--- config.mk ---
export PLATFORM = sky130hd
export DESIGN_NAME = router_fifo_rr
export DESIGN_NICKNAME = d
export VERILOG_FILES = /design/src/rtl/router_fifo_rr.sv
export SDC_FILE = /design/constraint.sdc
export NUM_CORES = 1
export LEC_CHECK = 0
export ABC_AREA = 0
export ABC_CLOCK_PERIOD_IN_PS = 12100
export CAP_MARGIN = 20
export CORE_MARGIN = 8
export CORE_UTILIZATION = 50
export CTS_BUF_LIST = sky130_fd_sc_hd__clkbuf_16
export CTS_CLUSTER_SIZE = 24
export DETAILED_ROUTE_END_ITERATION = 7
export PLACE_DENSITY = 0.69
export SETUP_SLACK_MARGIN = 0.15
export SYNTH_ARGS = -nofsm -noshare
export SYNTH_HDL_FRONTEND = slang
export SYNTH_SLANG_ARGS = --single-unit
--- constraint.sdc ---
create_clock -name clk -period 12.1 [get_ports clk]
set_input_delay 3.025 -clock clk [delete_from_list [all_inputs] [get_ports clk]]
set_output_delay 3.025 -clock clk [all_outputs]
set_load 0.005 [all_outputs]
--- src/rtl/router_fifo_rr.sv ---
// NUM_PORTS x NUM_PORTS packet router: one circular FIFO per input and one
// registered round-robin arbiter per output. Both sides use valid/ready handshakes.
module router_fifo_rr #(
  parameter int unsigned DATA_WIDTH = 8,
  parameter int unsigned NUM_PORTS  = 4,
  parameter int unsigned FIFO_DEPTH = 4,
  localparam int unsigned DEST_W    = $clog2(NUM_PORTS)
) (
  input  logic                  clk,
  input  logic                  rst,
  input  logic [DATA_WIDTH-1:0] in_data   [NUM_PORTS-1:0],
  input  logic [DEST_W-1:0]     in_dest   [NUM_PORTS-1:0],
  input  logic [NUM_PORTS-1:0]  in_valid,
  output logic [NUM_PORTS-1:0]  in_ready,
  output logic [DATA_WIDTH-1:0] out_data  [NUM_PORTS-1:0],
  output logic [DEST_W-1:0]     out_src   [NUM_PORTS-1:0],
  output logic [NUM_PORTS-1:0]  out_valid,
  input  logic [NUM_PORTS-1:0]  out_ready
);

  localparam int unsigned PtrW = $clog2(FIFO_DEPTH);
  localparam int unsigned CntW = PtrW + 1;

  typedef logic [DEST_W+DATA_WIDTH-1:0] entry_t;

  entry_t                mem_q      [NUM_PORTS-1:0][FIFO_DEPTH-1:0];
  logic [PtrW-1:0]       wr_ptr_q   [NUM_PORTS-1:0];
  logic [PtrW-1:0]       rd_ptr_q   [NUM_PORTS-1:0];
  logic [CntW-1:0]       cnt_q      [NUM_PORTS-1:0];
  logic [CntW-1:0]       cnt_d      [NUM_PORTS-1:0];

  logic [NUM_PORTS-1:0]  full;
  logic [NUM_PORTS-1:0]  not_empty;
  logic [NUM_PORTS-1:0]  push;
  logic [NUM_PORTS-1:0]  pop;
  logic [DEST_W-1:0]     head_dest  [NUM_PORTS-1:0];
  logic [DATA_WIDTH-1:0] head_data  [NUM_PORTS-1:0];

  logic [NUM_PORTS-1:0]  grant;
  logic [DEST_W-1:0]     gnt_idx    [NUM_PORTS-1:0];
  logic [DEST_W-1:0]     cand;

  logic [DEST_W-1:0]     rr_ptr_q   [NUM_PORTS-1:0];
  logic [DEST_W-1:0]     rr_ptr_d   [NUM_PORTS-1:0];
  logic [NUM_PORTS-1:0]  out_valid_q;
  logic [NUM_PORTS-1:0]  out_valid_d;
  logic [DATA_WIDTH-1:0] out_data_q [NUM_PORTS-1:0];
  logic [DATA_WIDTH-1:0] out_data_d [NUM_PORTS-1:0];
  logic [DEST_W-1:0]     out_src_q  [NUM_PORTS-1:0];
  logic [DEST_W-1:0]     out_src_d  [NUM_PORTS-1:0];

  // FIFO status depends on the count only, so a full FIFO refuses a push even while popping.
  always_comb begin
    for (int i = 0; i < NUM_PORTS; i++) begin
      full[i]      = (cnt_q[i] == CntW'(FIFO_DEPTH));
      not_empty[i] = (cnt_q[i] != '0);
      push[i]      = in_valid[i] && !full[i];
      {head_dest[i], head_data[i]} = mem_q[i][rd_ptr_q[i]];
      cnt_d[i]     = cnt_q[i] + CntW'(push[i]) - CntW'(pop[i]);
    end
  end

  assign in_ready = ~full;

  // Per output: scan inputs starting one past the last winner, wrapping around.
  always_comb begin
    cand = '0;
    for (int j = 0; j < NUM_PORTS; j++) begin
      grant[j]   = 1'b0;
      gnt_idx[j] = '0;
      if (!out_valid_q[j] || out_ready[j]) begin
        for (int k = 1; k <= NUM_PORTS; k++) begin
          cand = rr_ptr_q[j] + DEST_W'(k);
          if (!grant[j] && not_empty[cand] && (head_dest[cand] == DEST_W'(j))) begin
            grant[j]   = 1'b1;
            gnt_idx[j] = cand;
          end
        end
      end
    end
  end

  // A head has a single destination, so at most one output pops any given input.
  always_comb begin
    pop = '0;
    for (int j = 0; j < NUM_PORTS; j++) begin
      if (grant[j]) begin
        pop[gnt_idx[j]] = 1'b1;
      end
    end
  end

  always_comb begin
    out_valid_d = out_valid_q;
    for (int j = 0; j < NUM_PORTS; j++) begin
      out_data_d[j] = out_data_q[j];
      out_src_d[j]  = out_src_q[j];
      rr_ptr_d[j]   = rr_ptr_q[j];
      if (grant[j]) begin
        out_valid_d[j] = 1'b1;
        out_data_d[j]  = head_data[gnt_idx[j]];
        out_src_d[j]   = gnt_idx[j];
        rr_ptr_d[j]    = gnt_idx[j];
      end else if (out_ready[j]) begin
        out_valid_d[j] = 1'b0;
      end
    end
  end

  always_ff @(posedge clk or negedge rst) begin
    if (!rst) begin
      for (int i = 0; i < NUM_PORTS; i++) begin
        wr_ptr_q[i] <= '0;
        rd_ptr_q[i] <= '0;
        cnt_q[i]    <= '0;
      end
    end else begin
      for (int i = 0; i < NUM_PORTS; i++) begin
        if (push[i]) begin
          wr_ptr_q[i] <= wr_ptr_q[i] + PtrW'(1);
        end
        if (pop[i]) begin
          rd_ptr_q[i] <= rd_ptr_q[i] + PtrW'(1);
        end
        cnt_q[i] <= cnt_d[i];
      end
    end
  end

  // Storage needs no reset: pointers and count alone define which entries are live.
  always_ff @(posedge clk) begin
    for (int i = 0; i < NUM_PORTS; i++) begin
      if (push[i]) begin
        mem_q[i][wr_ptr_q[i]] <= {in_dest[i], in_data[i]};
      end
    end
  end

  always_ff @(posedge clk or negedge rst) begin
    if (!rst) begin
      out_valid_q <= '0;
      for (int j = 0; j < NUM_PORTS; j++) begin
        out_data_q[j] <= '0;
        out_src_q[j]  <= '0;
        rr_ptr_q[j]   <= DEST_W'(NUM_PORTS - 1);
      end
    end else begin
      out_valid_q <= out_valid_d;
      for (int j = 0; j < NUM_PORTS; j++) begin
        out_data_q[j] <= out_data_d[j];
        out_src_q[j]  <= out_src_d[j];
        rr_ptr_q[j]   <= rr_ptr_d[j];
      end
    end
  end

  assign out_valid = out_valid_q;
  assign out_data  = out_data_q;
  assign out_src   = out_src_q;

endmodule
==> flow_summary.yaml <==
setup_path:
  r2r_cells: 13
  critPathMostFrequentCell: "ha_1"
  critical_path.startpoint_type: "input pin"
  crit_start: "out_ready[3]"
  setup.worst_path.class: "input pin to register"
  crit_path_top_delay_cell: "a211o_1"
  timing.rr.start: "rd_ptr_q[0]"
  worstSetupEndpointType: "register"
  required_ns: 12.50
  worst_ep_arrival_time_ns: 6.17
  endpoint: "cnt_q[11]"
  crit-reg2reg-capture: "cnt_q[8]"
  timing.critical_path.cells: "clkdlybuf4s50_1 > nor2b_1 > a211o_1 > nor2_1 > or4_4 > ha_1 > inv_1 > ha_1 > fa_1 > xnor2_1"
  timing.critical_path.fanout_max: 20
  rrSetupSlack_ns: 6.99
  crit_path_max_incr_delay_ns: 0.77
clock_network:
  cts_tree: "done"
  clock_tree.buffer_depth: 3
  postCtsSetupRepairBufs: 0
  numCtsBuffers: 25
  clk_pin_slew_ns: 0.06
  clock-root-buffer: "clkbuf_16"
  insertion_delay_to_the_later_sink_of_the_worst_skew_pair_ns: 0.53
  cts.sinks: 240
  ctsHoldBuffers: 0
  cts_max_level: 1
  post_cts_resized: 0
yosys:
  synth_largest_type_area_fraction_pct: 41.3
  synthesis.area_sq_um: 11600
  synth.area.top_cells: "edfxtp_1 (41%), dfrtp_1 (15%), mux4_2 (7.5%), mux2i_1 (4.5%), nand2_1 (3.1%)"
  ys_seq_elements: 240
  mappedNetlistNets: 945
  synth_cell_types: 77
  synth_top_flop_cell: "edfxtp_1"
  synth_edf_count: 160
  synthArstFlopShare_pct: 33.3
  ys_seq_area_share_pct: 58.6
  postSynthCellCount: 867
  synth_top_area_cell: "edfxtp_1"
  yosysWarnings: 0
  post_synth.cell_area_avg_sq_um: 13.4
sta:
  setup_tns_ns: 0
  relSlewSlack_pct: 23.9
  report.final.setup_viol: 0
  worst_hold_slack_ns: 0.499
  rsz0062_at_grt: "no"
  timing_hold_violations_final: 0
  skew_ns: 0.0223
  max_freq_ghz: 0.173
  timing.final.max_slew_violations: 0
  post-route-period-util_pct: 47.7
  worst_pin_slew_ns: 1.13
  final_period_minus_worst_setup_slack_ns: 5.77
  final_critical_path_setup_slack_ns: 6.33
power:
  power_per_cell_area_nw_per_um2: 313
  worst_voltage_drop_across_the_vdd_grid_uv: 168
  cellLeakagePower_nw: 5.29
grt:
  grt_overall_usage_pct: 19.2
  vias_in_the_first_global_route: 7521
  globalRouteOverflowTotal: 0
  grt_first_pass_wirelength_microns: 42700
  grt_antenna_before_repair: 0
  grt_max_degree: 54
floorplan:
  die_h_microns: 169
  num_rows: 56
  dieArea_sq_um: 28400
  fp.coreArea_sq_um: 23200
  starting_density_pct: 50.2
  die-width_microns: 169
  ios: 98
place:
  place.detailed.instances: 1253
  portBuffers: 97
  place_ws_ns: 5.81
  detailed_place_hpwl_microns: 19700
  routability_cong: 0.886
final_layout:
  finish.cell_count_without_fillers: 1300
  n_fill_cell: 1850
  antenna-diode-count: 0
  flow.area_growth_from_synthesis_pct: 17.6
  post_route_cells_drive_above_1_share_pct: 12.2
  layout.nets: 1040
  most-common-layout-cells: "edfxtp_1 (160), nand2_1 (97), clkdlybuf4s50_1 (96)"
  most_common_library_cell_in_the_layout_ignoring_fill_and_taps: "edfxtp_1"
routing:
  drc: 0
  detail_route.first_pass.iterations: 5
  routed_wl_microns: 27200
  route.detailed.vias_per_inst: 5.78
  antenna_violating_nets_post_route: 0
  wire_per_inst_microns: 20.9
  drt-initial-drc-count: 589
  route.vias.total: 7509
worst_hold_path:
  min_path_type: "register to register"
  min_path_cells: 2
outcome:
  run_status: "finished, final reports clean"
flow_run:
  drv_cap: 0
[sequential cells by signal, indices dropped and copies added (netlist names)]
signal / cells
mem_q: 160
out_data: 32
cnt_q: 12
out_src: 8
rd_ptr_q: 8
rr_ptr_q: 8
wr_ptr_q: 8
out_valid: 4
[synthesized netlist by cell type (4+ instances only)]
cell type    n
fa_1         4
mux2i_1     52
o21ai_0     20
inv_1       43
ha_1        24
a211o_1      4
dfrtp_1     72
nor4_1       5
nor2_1      43
or2_2        8
xnor2_1     14
a31oi_1      6
nand2_1     97
a21oi_1      6
mux4_2      39
nor4bb_1     4
or3_1        9
nor4b_1      4
a211oi_1    11
o221ai_1    20
and2_1      10
nand3_1     10
buf_2        9
o32ai_1      4
xor2_1       6
clkbuf_1    23
nor2b_1      8
nor3_1      11
a21o_1       6
edfxtp_1   160
nand2b_1     7
nand4_1      5
a221o_1      8
o22ai_1      5
dfstp_2      8
and3_1      16
o22a_1       9
nor3b_1      4
[through the flow]
stage	power, mW	instance area [sq um]	utilization (%)
after CTS	4.29	13700	58.9
after global routing	4.59	13700	59.0
final	4.28	13700	59.0
after floorplan	2.88	11600	-
after global placement	3.52	12900	55.6
after detailed placement	3.56	12900	55.6
[worst max-delay path: cells and delay by family]
family / cells / cell delay, ns
xor+xnor: 1 / 0.13
simple gates: 3 / 0.90
fa+ha+maj: 3 / 0.85
buf+inv: 2 / 0.49
compound gates: 1 / 0.77
[cell families (layout without fill, tap and decap cells)]
family                   Yosys count  count (layout)  share of synthesized area (%)
AND/OR/NAND/NOR                  263             263                           11.7
adder cells (fa/ha/maj)           28              28                           3.27
AO/OA/AOI/OAI                    142             142                           9.78
XOR/XNOR                          20              20                           1.51
multiplexers                      94              94                           12.3
flip-flops                       240             240                           58.6
buffers and inverters             80             194                           2.87
[how the worst min path moves through the flow]
stage,from,to
2_1_floorplan,out_src[0],out_src[0]
3_3_place_gp,out_src[0],out_src[0]
3_5_place_dp,out_src[1],out_src[1]
4_1_cts,out_src[1],out_src[1]
5_1_grt,out_src[1],out_src[1]
6_report,out_src[1],out_src[1]
[final cells by class]
type | instances | area (sq um) | area share (%)
sequential | 240 | 6820 | 49.8
multi-input combinational | 547 | 4490 | 32.8
timing repair buffer | 105 | 1040 | 7.57
clock buffer | 25 | 626 | 4.57
tap | 319 | 399 | 2.92
inverter | 43 | 161 | 1.18
clock inverter | 21 | 153 | 1.12
[routing by layer]
metal | global-route usage [%] | up-vias | wire length (microns)
li1 | - | 3511 | -
met1 | 26.3 | 3740 | 12100
met2 | 30.3 | 218 | 12700
met3 | 3.21 | 40 | 1570
met4 | 7.65 | 0 | 852
met5 | 0 | - | 0
[power breakdown]
part,switching (mW),internal [mW]
Sequential,0.254,1.17
Combinational,1.15,0.980
Clock,0.306,0.418
Note: power is estimated with default switching activity, not from simulation.
==> RTL change 1, RTL diff (config.mk and constraints unchanged) <==
The parameter `FIFO_DEPTH` goes from 4 to 2.
--- a/src/rtl/router_fifo_rr.sv
+++ b/src/rtl/router_fifo_rr.sv
@@ -5,3 +5,3 @@
   parameter int unsigned NUM_PORTS  = 4,
-  parameter int unsigned FIFO_DEPTH = 4,
+  parameter int unsigned FIFO_DEPTH = 2,
   localparam int unsigned DEST_W    = $clog2(NUM_PORTS)
Function: changed (Yosys sat finds a counterexample within 4 cycles, from zero or initial values and one cycle with rst low).
==> RTL change 1 against the original RTL <==
Wire length is 24% lower; power is 32% lower; setup slack better by 0.14 ns; sequential cell count is 92 lower; design area is 34% lower; synthesized area is 36% lower; largest power group unchanged; sequential share of layout area is 4.5 points lower; first-iteration DRC count is 30% lower.
==> RTL change 1: results (changes against the original RTL) <==
metric;value;unit;change
outcome;completed;;
Final Max Slew Viols;0;;unchanged
placed cell count;869;;-31%
P_leak;0.00352;uW;-33%
Post-synth ARST share;0.459;;+0.126
detailed placer's ending HPWL;15.5;mm;-22%
root buf cell;sky130_fd_sc_hd__clkbuf_16;;
number of buffers inserted to repair setup after CTS;0;;unchanged
total global routing track utilization;0.222;;+0.0295
Max Fanout on Critical Path;22;;+10%
number of flops mapped to enable cells by yosys;80;;-50%
Clock Pin Slew Worst Setup and Hold Paths;0.07;ns;
number of buffers on the longest clock path;2;;-1
distinct cell type count of the synthesized netlist;76;;-1.3%
largest net degree at the start of global routing;69;;+28%
ant diodes;0;;unchanged
Syn. warnings;0;;unchanged
Commonest cells post-synth;sky130_fd_sc_hd__edfxtp_1 (80), sky130_fd_sc_hd__dfrtp_1 (60), sky130_fd_sc_hd__nand2_1 (53);;
number of flip-flops in the largest register;80;;-50%
worst supply voltage drop on vdd;0.125;mV;-26%
timing startpoint of the critical path;out_ready[1];;
number of antenna violations at the first check in global routing;0;;unchanged
Num CTS Buffers;17;;-32%
ratio of cells with drive above 1 in the final layout;0.138;;+0.0156
cell count after synthesis;615;;-29%
ratio of routed vias to standard cells;6.14;;+6.3%
data arrival at the endpoint of the critical path;5.99;ns;-0.18 ns
Worst Clk Skew;0.00924;ns;-0.0130 ns
via count of the first global-routing pass;5515;;-27%
DR iter-0 viols;412;;-30%
count of cells resized by post-cts repair;0;;unchanged
final weighted congestion in routability-driven placement;0.895;;+0.96%
H-tree levels;4;;+3
vias after detailed routing;5539;;-26%
Post-Place Cell Area;0.00848;sq mm;-34%
min-delay worst type;reg -> reg;;
number of detailed-route iterations in the first pass;5;;unchanged
worst hold start;out_src[6];;
number of buffer cells added on primary ports;97;;unchanged
latest clock arrival within the worst-skew pair;0.43;ns;-0.10 ns
start of the worst register-to-register path;rd_ptr_q[2];;
Worst slew margin;0.275;;+0.0361
Synth area leaders;sky130_fd_sc_hd__edfxtp_1 (32%), sky130_fd_sc_hd__dfrtp_1 (20%), sky130_fd_sc_hd__mux2i_1 (4.5%);;
final wirelength;20.6;mm;-24%
global-route wire length before repair;31.3;mm;-27%
Post-layout nets;763;;-27%
Synthesized Nets;673;;-29%
fraction of the yosys area taken by sequential cells;0.556;;-0.0297
## RTL change 1: cell count changes after synthesis, sizes merged, moves of 9 or more
| cell | unedited run | this run |
|---|---|---|
| or2 | 14 | 5 |
| dfrtp | 72 | 60 |
| nand2 | 97 | 54 |
| ha | 24 | 8 |
| mux2 | 2 | 28 |
| edfxtp | 160 | 80 |
| inv | 43 | 15 |
| and3 | 16 | 4 |
| mux4 | 39 | 4 |
| mux2i | 53 | 33 |
| nor3 | 11 | 21 |
| a21oi | 6 | 31 |
## RTL change 1: area by class of cell
cell class                      count  area, sq um
Fill cell                        1155         5400
Sequential cell                   148         4110
Multi-Input combinational cell    423         3100
Timing Repair Buffer              100          988
Clock buffer                       17          425
Tap cell                          184          230
Clock inverter                     15          170
Inverter                           15         56.3
## RTL change 1: cell families (layout without fill, tap and decap cells)
kind of cell	Yosys count	after routing	share of synthesized area
flops	148	148	0.556
buf+inv	44	147	0.0269
fa+ha+maj	8	8	0.0135
simple gates	181	181	0.126
compound gates	153	153	0.159
xor+xnor	16	16	0.0189
mux	65	65	0.0994
## RTL change 1: stage by stage
| step | hold slack (ns) | setup slack, ns | power, uW |
|---|---|---|---|
| after floorplan | 0.460 | 7.13 | 1870 |
| after global placement | 0.464 | 6.16 | 2340 |
| after detailed placement | 0.472 | 6.05 | 2380 |
| after CTS | 0.488 | 6.47 | 2930 |
| after global routing | 0.503 | 6.22 | 3100 |
| final | 0.482 | 6.47 | 2920 |
## RTL change 1: final timing paths
kind                            depth (start not counted)  slack [ns]      endpoint
min in group asynchronous                               2        2.79   wr_ptr_q[2]
worst min register to register                          2        0.48    out_src[6]
worst max register to register                         11        8.06      cnt_q[5]
max in group asynchronous                               2        8.69  out_data[21]
worst min-delay path                                    2        0.48    out_src[6]
worst max-delay path                                    9        6.47      cnt_q[7]
## RTL change 1: per-layer routing
layer | part of all wire | routed length (um) | global-route usage | vias to the layer above
li1 | - | - | - | 2545
met4 | 0.028 | 575 | 0.100 | 0
met5 | 0 | 0 | 0 | -
met3 | 0.071 | 1460 | 0.0507 | 36
met2 | 0.46 | 9400 | 0.341 | 219
met1 | 0.44 | 9120 | 0.293 | 2739
## RTL change 1: where the power goes
part	internal (uW)	switching, uW
logic	651	824
registers	752	161
clock network	309	227
total	1710	1210
## RTL change 1: worst max-delay path, cell delays in order
cell and delay (ns):
sky130_fd_sc_hd__clkdlybuf4s50_1 0.52, sky130_fd_sc_hd__nand2b_1 0.20, sky130_fd_sc_hd__nand4_1 0.78, sky130_fd_sc_hd__o2111ai_1 0.68, sky130_fd_sc_hd__ha_1 0.31, sky130_fd_sc_hd__inv_1 0.06, sky130_fd_sc_hd__ha_1 0.15, sky130_fd_sc_hd__xnor2_1 0.14
sky130_fd_sc_hd__xnor2_1 0.13
==> RTL change 2, RTL diff (config.mk and constraints unchanged) <==
Made on the original files. Make the reset (`rst`) synchronous in 2 clocked blocks.
--- a/src/rtl/router_fifo_rr.sv
+++ b/src/rtl/router_fifo_rr.sv
@@ -109,3 +109,3 @@
 
-  always_ff @(posedge clk or negedge rst) begin
+  always_ff @(posedge clk) begin
     if (!rst) begin
@@ -138,3 +138,3 @@
 
-  always_ff @(posedge clk or negedge rst) begin
+  always_ff @(posedge clk) begin
     if (!rst) begin
Function: differs if rst is asserted again (counterexample within 4 cycles, from zero or initial values and one cycle with rst low); with rst held inactive, the same outputs for 4 cycles.
==> RTL change 2 against the original RTL <==
Sequential cell count unchanged; hold slack worse by 0.049 ns; sequential power down 15%; final cell count down 3.0%; design area down 1.5%; setup slack worse by 0.21 ns; non-clock buffer count down 2; via count up 4.0%; synthesized area down 1.8%; wire length up 5.8%; power down 8.9%; the flow now finishes with violations (design-rule violations); critical path depth up 4.
==> RTL change 2: results (changes against the original RTL) <==
metric;value;unit;change
outcome;finished, violations left;;
violations in the final reports;design-rule violations;;
final weighted congestion in routability-driven placement;0.901;;+1.6%
area used by sequential logic in the layout;0.00657;sq mm;-3.7%
routed wire length on met2;13.0;mm;+2.2%
met2 Usage GRT;0.321;;+0.0183
met3 usage;0.0407;;+0.00853
global-route wire length before repair;44.8;mm;+4.8%
DR iter-0 viols;629;;+6.8%
net switching power figure;1570;uW;-8.4%
remaining routing DRC violations;1;;+1
total global routing track utilization;0.202;;+0.00981
vias after detailed routing;7807;;+4.0%
largest net degree at the start of global routing;56;;+3.7%
final-layout non-clock buffer area share;0.0756;;-0.000111
number of flops mapped to enable cells by yosys;176;;+10%
fraction of synthesized cell area in xor and xnor cells;0.00919;;-0.00586
share of cell area taken by multi-input logic gates;0.340;;+0.0114
adder-cell share of the synthesized area;0.0333;;+0.000587
power dissipated in combinational cells;1900;uW;-11%
ratio of cells with drive above 1 in the final layout;0.121;;-0.00142
count of plain and timing-repair buffers in the layout;103;;-1.9%
met1 routing resource usage after global routing;0.277;;+0.0134
largest stage delay on the critical path;0.48;ns;-0.29 ns
FILL cells;1775;;-4.1%
fraction of the yosys area taken by sequential cells;0.574;;-0.0114
Worst slew margin;0.309;;+0.0696
via count of the first global-routing pass;7661;;+1.9%
distinct cell type count of the synthesized netlist;71;;-7.8%
count of multi-input gates;554;;+1.3%
die area;0.0280;sq mm;-1.6%
worst supply voltage drop on vdd;0.162;mV;-3.3%
Commonest cells post-synth;sky130_fd_sc_hd__edfxtp_1 (176), sky130_fd_sc_hd__dfxtp_1 (64), sky130_fd_sc_hd__mux4_2 (48);;
Critical-path top delay cell;sky130_fd_sc_hd__a211oi_1;;
data arrival at the endpoint of the critical path;6.38;ns;+0.21 ns
Post-layout nets;1035;;-0.48%
share of cell area taken by muxes after synthesis;0.126;;+0.00276
total met3 wirelength after detailed routing;2.33;mm;+48%
number of signal-net inverters in the final layout;33;;-23%
Post-Place Cell Area;0.0126;sq mm;-2.1%
Worst Clk Skew;0.0152;ns;-0.00705 ns
Max Fanout on Critical Path;7;;-65%
clock network area share;0.0617;;+0.00479
final wirelength;28.8;mm;+5.8%
Compound-Gate Fraction of Synth Area;0.111;;+0.0135
ant diodes;0;;unchanged
power of the clock network;778;uW;+7.5%
setup slack after placement;5.71;ns;-0.103 ns
Post-synth ARST share;0;;-0.333
Synth area leaders;sky130_fd_sc_hd__edfxtp_1 (46%), sky130_fd_sc_hd__dfxtp_1 (11%), sky130_fd_sc_hd__mux4_2 (9.5%);;
number of detailed-route iterations in the first pass;7;;+2
routed metal-1 wirelength;12.6;mm;+4.7%
-- RTL change 2: metrics by stage --
stage               total power [uW]  instances  utilization
floorplan                       2530        867            -
global placement                3070       1213        0.559
detailed placement              3090       1213        0.559
CTS                             3880       1259        0.596
global route                    4150       1261        0.597
finish                          3900       1261        0.597
-- RTL change 2: final timing paths --
check / from / to / slack (ns) / cells after the start
min reg2reg: out_data[16] / out_data[16] / 0.45 / 1
max reg2reg: rd_ptr_q[0][0] / cnt_q[3][2] / 6.87 / 16
min: out_data[16] / out_data[16] / 0.45 / 1
max: out_ready[1] / cnt_q[0][2] / 6.12 / 14
-- RTL change 2: worst max-delay path, delay by kind of cell --
kind | cells | cell delay (ns)
compound gates | 3 | 1.00
xor+xnor | 2 | 0.31
simple gates | 3 | 0.59
fa+ha+maj | 3 | 0.86
buf+inv | 3 | 0.61
